File: config.mk
export PLATFORM = sky130hd
export DESIGN_NAME = plot_arbiter
export DESIGN_NICKNAME = d
export VERILOG_FILES = /design/src/rtl/plot_arbiter.sv
export SDC_FILE = /design/constraint.sdc
export NUM_CORES = 1
export LEC_CHECK = 0
export ABC_AREA = 0
export CAP_MARGIN = 15
export CORE_ASPECT_RATIO = 0.75
export CORE_MARGIN = 4
export CORE_UTILIZATION = 40
export CTS_CLUSTER_DIAMETER = 150
export CTS_CLUSTER_SIZE = 14
export DETAILED_ROUTE_END_ITERATION = 12
export PLACE_DENSITY = 0.8
export SLEW_MARGIN = 10
export SYNTH_ARGS = -nofsm -noshare
export SYNTH_HDL_FRONTEND = slang
export SYNTH_SLANG_ARGS = --single-unit
File: constraint.sdc
create_clock -name clk -period 2.6 [get_ports clk]
set_input_delay 0.39 -clock clk [delete_from_list [all_inputs] [get_ports clk]]
set_output_delay 0.39 -clock clk [all_outputs]
set_load 0.1 [all_outputs]
File: src/rtl/plot_arbiter.sv
// Arbitrates three pixel sources (player one, player two, CPU plotter) onto a
// single VGA adapter write port. Round-robin grant with a bounded hold time
// and a one-cycle turnaround between owners; the pixel path is registered.
//
// state   | meaning
// --------+-------------------------------------------------------------
// IDLE    | no owner; pick a round-robin winner when any req is high
// GRANT   | owner's pixels are forwarded; hold counter runs
// RELEASE | bus turnaround cycle; owner recorded as last for fairness
module plot_arbiter #(
    parameter logic [7:0] TIMEOUT = 8'd200
) (
    input  logic       clk,
    input  logic       resetn,
    input  logic [2:0] req,
    input  logic [2:0] wr,
    input  logic [7:0] x0,
    input  logic [7:0] x1,
    input  logic [7:0] x2,
    input  logic [6:0] y0,
    input  logic [6:0] y1,
    input  logic [6:0] y2,
    input  logic [2:0] c0,
    input  logic [2:0] c1,
    input  logic [2:0] c2,
    output logic [2:0] gnt,
    output logic [7:0] vga_x,
    output logic [6:0] vga_y,
    output logic [2:0] vga_colour,
    output logic       vga_plot,
    output logic       timeout
);

    typedef enum logic [1:0] {S_IDLE, S_GRANT, S_RELEASE} state_t;

    // A hold limit below one cycle makes no sense; clamp it to one.
    localparam logic [7:0] HOLD_MAX  = (TIMEOUT < 8'd2) ? 8'd1 : TIMEOUT;
    localparam logic [7:0] HOLD_LAST = HOLD_MAX - 8'd1;

    state_t     state_q, state_d;
    logic [1:0] owner_q, owner_d;
    logic [1:0] last_q, last_d;
    logic [7:0] cnt_q, cnt_d;
    logic [2:0] gnt_q, gnt_d;
    logic       timeout_q, timeout_d;
    logic [7:0] vga_x_q, vga_x_d;
    logic [6:0] vga_y_q, vga_y_d;
    logic [2:0] vga_colour_q, vga_colour_d;
    logic       vga_plot_q, vga_plot_d;

    logic [1:0] cand1, cand2, winner;

    function automatic logic [1:0] next_idx(input logic [1:0] i);
        return (i == 2'd2) ? 2'd0 : i + 2'd1;
    endfunction

    // Round-robin winner: search upward starting just after the last owner.
    always_comb begin
        cand1  = next_idx(last_q);
        cand2  = next_idx(cand1);
        winner = last_q;
        if (req[cand1]) begin
            winner = cand1;
        end else if (req[cand2]) begin
            winner = cand2;
        end
    end

    // Next-state, grant, hold counter and timeout pulse.
    always_comb begin
        state_d   = state_q;
        owner_d   = owner_q;
        last_d    = last_q;
        cnt_d     = cnt_q;
        gnt_d     = gnt_q;
        timeout_d = 1'b0;
        case (state_q)
            S_IDLE: begin
                gnt_d = 3'b000;
                if (req != 3'b000) begin
                    owner_d = winner;
                    gnt_d   = 3'b001 << winner;
                    cnt_d   = 8'd0;
                    state_d = S_GRANT;
                end
            end
            S_GRANT: begin
                if (!req[owner_q]) begin
                    gnt_d   = 3'b000;
                    state_d = S_RELEASE;
                end else if (cnt_q == HOLD_LAST) begin
                    gnt_d     = 3'b000;
                    timeout_d = 1'b1;
                    state_d   = S_RELEASE;
                end else begin
                    cnt_d = cnt_q + 8'd1;
                end
            end
            S_RELEASE: begin
                gnt_d   = 3'b000;
                last_d  = owner_q;
                state_d = S_IDLE;
            end
            default: begin
                gnt_d   = 3'b000;
                state_d = S_IDLE;
            end
        endcase
    end

    // Pixel path: forward the current owner's pixel; hold coordinates otherwise.
    always_comb begin
        vga_x_d      = vga_x_q;
        vga_y_d      = vga_y_q;
        vga_colour_d = vga_colour_q;
        vga_plot_d   = 1'b0;
        if (gnt_q != 3'b000) begin
            case (owner_q)
                2'd0: begin
                    vga_x_d = x0; vga_y_d = y0; vga_colour_d = c0; vga_plot_d = wr[0];
                end
                2'd1: begin
                    vga_x_d = x1; vga_y_d = y1; vga_colour_d = c1; vga_plot_d = wr[1];
                end
                default: begin
                    vga_x_d = x2; vga_y_d = y2; vga_colour_d = c2; vga_plot_d = wr[2];
                end
            endcase
        end
    end

    // State and output registers; reset makes requester 0 first in line.
    always_ff @(posedge clk or negedge resetn) begin
        if (!resetn) begin
            state_q      <= S_IDLE;
            owner_q      <= 2'd0;
            last_q       <= 2'd2;
            cnt_q        <= 8'd0;
            gnt_q        <= 3'b000;
            timeout_q    <= 1'b0;
            vga_x_q      <= 8'd0;
            vga_y_q      <= 7'd0;
            vga_colour_q <= 3'd0;
            vga_plot_q   <= 1'b0;
        end else begin
            state_q      <= state_d;
            owner_q      <= owner_d;
            last_q       <= last_d;
            cnt_q        <= cnt_d;
            gnt_q        <= gnt_d;
            timeout_q    <= timeout_d;
            vga_x_q      <= vga_x_d;
            vga_y_q      <= vga_y_d;
            vga_colour_q <= vga_colour_d;
            vga_plot_q   <= vga_plot_d;
        end
    end

    assign gnt        = gnt_q;
    assign timeout    = timeout_q;
    assign vga_x      = vga_x_q;
    assign vga_y      = vga_y_q;
    assign vga_colour = vga_colour_q;
    assign vga_plot   = vga_plot_q;

endmodule
======== Yosys cells after proc, flatten, opt, wreduce, memory -nomap -nowiden ========
Cells that the tools add are included.
cells by class
  $add $sub $neg .......................... 3
  magnitude comparators ................... 3
  eq/ne operators ......................... 10
  shift operators ......................... 1
  multiplexer cells ....................... 30
  reductions and logical operators ........ 8
operator list
  kind                                                        count
  case mux 8 bit (2 select lines)                             2
  two-way mux 8 bit                                           3
  two-way mux 2 bit                                           7
  case mux 7 bit (2 select lines)                             1
  case mux 3 bit (2 select lines)                             2
  less-than comparator 2 x 3 -> 1 bit, second input constant  3
  two-way mux 3 bit                                           3
  adder 8 x 1 -> 8 bit, second input constant                 1
  == test 8 bit, second input constant                        1
  two-way mux 1 bit                                           7
  binary-select mux 1 bit (select 2 bit)                      3
  == test 2 bit, second input constant                        3
  != test 2 bit, second input constant                        3
  nonzero test 3 bit                                          2
  adder 2 x 1 -> 2 bit, second input constant                 2
  == test 2 x 1 -> 1 bit, second input constant               2
  zero test 2 bit                                             2
  case mux 2 bit (2 select lines)                             1
  AND reduction 2 bit                                         2
  AND reduction 4 bit                                         1
  != test 3 bit, second input constant                        1
  << shifter 1 x 2 -> 3 bit, first input constant             1
  case mux 1 bit (2 select lines)                             1
  nonzero test 2 bit                                          1
word-level totals
  register bits after elaboration ......... 37
  output and inout bits ................... 23
  logic and storage cells ................. 65

======== Depth between registers and ports, before layout ========
  depth in word-level cells ............... 11
  gate-level depth with buffers ........... 6
  depth with buffers taken out ............ 6

======== Worst setup path after synthesis ========
No wires, ideal clock.
  kind .................................... register to register
  from .................................... reg gnt_q[0] (netlist: gnt[0])
  to ...................................... reg vga_y_q[1] (netlist: vga_y[1])
  setup time .............................. 0.136 ns
  arrival time ............................ 1.807 ns
  required time ........................... 2.464 ns
  slack ................................... 0.657 ns
  stages on the path, launching flop included .. 4
  clock period less this slack ............ 1.943 ns
  cell sequence ........................... dfrtp_1 -> nor3_1 -> clkbuf_1 -> o21ai_0
between the ends
  word-level cells in the longest chain between the ends .. 1
RTL lines
  element                 line  source
  from (decl)             44    logic [2:0] gnt_q, gnt_d;
  from (signal assigned)  150   gnt_q <= gnt_d;
  nonzero test 3 bit      117   if (gnt_q != 3'b000) begin
  to (signal assigned)    153   vga_y_q <= vga_y_d;
  to (decl)               47    logic [6:0] vga_y_q, vga_y_d;
Every way passes these cells.
A chain may end at the register's enable or synchronous reset.

======== Worst setup path after layout ========
  from .................................... reg cnt_q[0]
  to ...................................... reg cnt_q[6]
between the ends
  word-level cells in the longest chain between the ends .. 4
RTL lines
  element                          line  source
  from (decl)                      43    logic [7:0] cnt_q, cnt_d;
  from (signal assigned)           149   cnt_q <= cnt_d;
  adder 8 x 1 -> 8 bit             96    cnt_d = cnt_q + 8'd1;
  two-way mux 8 bit                91    end else if (cnt_q == HOLD_LAST) begin
  two-way mux 8 bit                88    if (!req[owner_q]) begin
  case mux 8 bit (2 select lines)  77    case (state_q)
Several ways; a longest one is shown, not always the timed one. The select of a mux whose other input is x is not followed.

==> metrics.txt <==
number of flops mapped to enable cells by yosys 0; CP Capture Type flop; fmax 509 MHz; Total GRT Usage 0.167; # hold bufs at CTS 0; antenna diode count 0; Starting Density 0.423; pwr dens 1430 nW/um^2; GPL Wtd Cong 0.844; CP Capture Point cnt_q[6]$_DFFE_PN0P_; die height 68.2 um; Power, Total roughly 4.2 mW; area of the multi-input gates approximately 950 um^2; Fin. Hold Viols 0; final setup fails 0; syn_nets 276; Worst Reg-to-Reg Cells 6; Fill cells ~400; CTS sink count 37; Vias/cell 4.98; Cells after Synth approximately 210; worst hold path type in2async; period utilisation layout 0.755; Pleak 1.31 nW; antenna-violating nets left 0; number of remaining DRC errors 0; Mapped Area 1940 um^2; number of port buffers 84; Final HPWL DP approximately 3900 um; largest net degree at the start of global routing 38; top cell type's share of synthesized area 0.465; CP Class reg2reg; worst-case clock buffer depth 2; Peak VDD IR 0.000989 V; ys flop type dfrtp_1; first-pass GRT wire length 7800 um; total grt overflow 0; filler-free cell count of the finished design 356; Std-Cell Rows 21; async set-or-reset flop fraction in the synthesized netlist 1.00; final instance area 2910 um^2; FF+latch count, synth 37; startpoint type of the worst setup path flop; Routed WL per cell between 10 and 15 um; io pins 85; CP arrival between 2 and 2.5 ns; Setup Skew 0.00408 ns; vias 1773; post-synthesis sequential area ratio 0.479; CTS tree yes; status finished, final reports clean; Unique masters post-synth 34; final setup TNS 0 ns; M1 GR Usage 0.203; placed cells 348; Worst EP required 2.80 ns; Final Max Slew Viols 0; Core ar. 4570 um^2; Total Die Area roughly 6000 um^2; Slew @ Worst Pin 0.821 ns; htree depth 2; post-CTS setup buffer count 0; RSZ-0062 raised after global routing no; Critical Path Start cnt_q[0]$_DFFE_PN0P_; Sequential cell area 927 um^2; grt met2 use 0.285; drt initial violations 71; met3 Resource Use GR 0.0493; Avg Cell Area, Syn about 9 um^2; CTS root buffer clkbuf_8; Worst-Skew Late Latency ~0.28 ns; initial antenna violation count 0; First-pass DRT Iterations 6; RR Startpoint cnt_q[0]$_DFFE_PN0P_; max_cap viols 0; yosys warns 0; setup ws final 0.637 ns; largest area contributor in the netlist dfrtp_1; worst rel slew slack 0.453; share of layout cells above drive strength 1 0.154; top post-synthesis cells by area dfrtp_1 47%, mux2i_1 10%, o21ai_0 6.2%, a21oi_1 5.9%, nand2_1 5.2%; vias in the first global route 1738; critical path fanouts, max 5; Resize count post-CTS 0; fin nets about 360; drt total wl 4930 um; flop2flop setup slack 0.64 ns; Post-DP Area 2800 um^2; Area Growth Syn to Fin 50.5%; final critical-path required period 1.96 ns; RR Endpoint cnt_q[6]$_DFFE_PN0P_; Place WS 0.415 ns; Reg clk slew, reported paths 0.07 ns; busiest layer in global routing met2; Die X 88.3 um; CTS buffer count 5
placed cells by master (no fill, tap or decap), drive strengths merged:
cell and n:
and4 1, ha 1, or3 3, o2bb2ai 1, clkbuf 7, a31oi 1
nor2b 2, nand2b 2, buf 30, nor2 27, xor2 3, dfrtp 36
nor3 4, nand3 3, clkdlybuf4s50 60, o31ai 1, or4 1, and3 1
a22o 3, a21oi 24, mux2i 20, nand2 27, bufinv 1, nand4 1
dfstp 1, mux2 3, nand3b 1, o21ai 25, inv 4, o211ai 4
o211a 1
report_power, final:
group	switching, mW	total (mW)	internal (mW)
Sequential	0.155	0.971	0.816
Clock	0.196	0.509	0.313
Combinational	1.93	2.69	0.752
cell families after synthesis:
| kind of cell | after synthesis | share of synthesized area |
|---|---|---|
| multiplexers | 23 | 0.121 |
| AND/OR/NAND/NOR | 73 | 0.167 |
| buffers and inverters | 16 | 0.0343 |
| flip-flops | 37 | 0.479 |
| XOR/XNOR | 3 | 0.0136 |
| AO/OA/AOI/OAI | 60 | 0.179 |
| adder cells (fa/ha/maj) | 1 | 0.00646 |
stage by stage:
| stage | utilization | hold WS, ns |
|---|---|---|
| 6_report | 0.637 | 0.197 |
| 5_1_grt | 0.637 | 0.266 |
| 4_1_cts | 0.637 | 0.227 |
| 3_5_place_dp | 0.612 | 0.471 |
| 3_3_place_gp | 0.612 | 0.463 |
| 2_1_floorplan | - | 0.0944 |
per-layer routing:
layer / routed length (um) / part of all wire
met3: 470 / 0.095
met4: 39 / 0.0079
met2: 2250 / 0.46
met1: 2170 / 0.44
met5: 0 / 0
cells in the mapped netlist (2+ instances only):
library cell	instances
mux2_2	3
or3_1	3
nand2b_1	2
xor2_1	3
nor3_1	3
a22o_1	3
mux2i_1	20
buf_2	2
o211ai_1	3
nand2_1	27
inv_1	4
nor2b_1	2
o21ai_0	24
nor2_1	27
dfrtp_1	36
nand3_1	3
clkbuf_1	9
a21oi_1	23
area by class of cell:
cell class,instances,area share
timing repair buffer,90,0.287
tap,57,0.0245
clock buffer,7,0.0296
sequential,37,0.318
inverter,4,0.00515
multi-input combinational,160,0.325
clock inverter,1,0.0103
registers in the layout (all words and copies together) (netlist names):
register and cells:
vga_y 7, vga_plot 1, vga_colour 3, gnt 3, owner_q 2, last_q 2, state_q 2, vga_x 8
cnt_q 8, timeout 1
worst min path at each step:
stage	from	end	slack, ns
4_1_cts	resetn	last_q[0]$_DFFE_PN0N_	0.23
2_1_floorplan	resetn	cnt_q[0]$_DFFE_PN0P_	0.09
3_5_place_dp	vga_x[2]$_DFFE_PN0P_	vga_x[2]$_DFFE_PN0P_	0.47
5_1_grt	resetn	last_q[0]$_DFFE_PN0N_	0.27
6_report	resetn	last_q[0]$_DFFE_PN0N_	0.20
3_3_place_gp	vga_x[4]$_DFFE_PN0P_	vga_x[4]$_DFFE_PN0P_	0.46
critical path, stage by stage (launching register included):
cell     delay, ns
dfrtp_1       0.41
ha_1          0.25
and4_1        0.23
a21oi_2       0.23
o21ai_2       0.11
or4_1         0.48
a21oi_1       0.17
(Power assumes the default switching activity.)
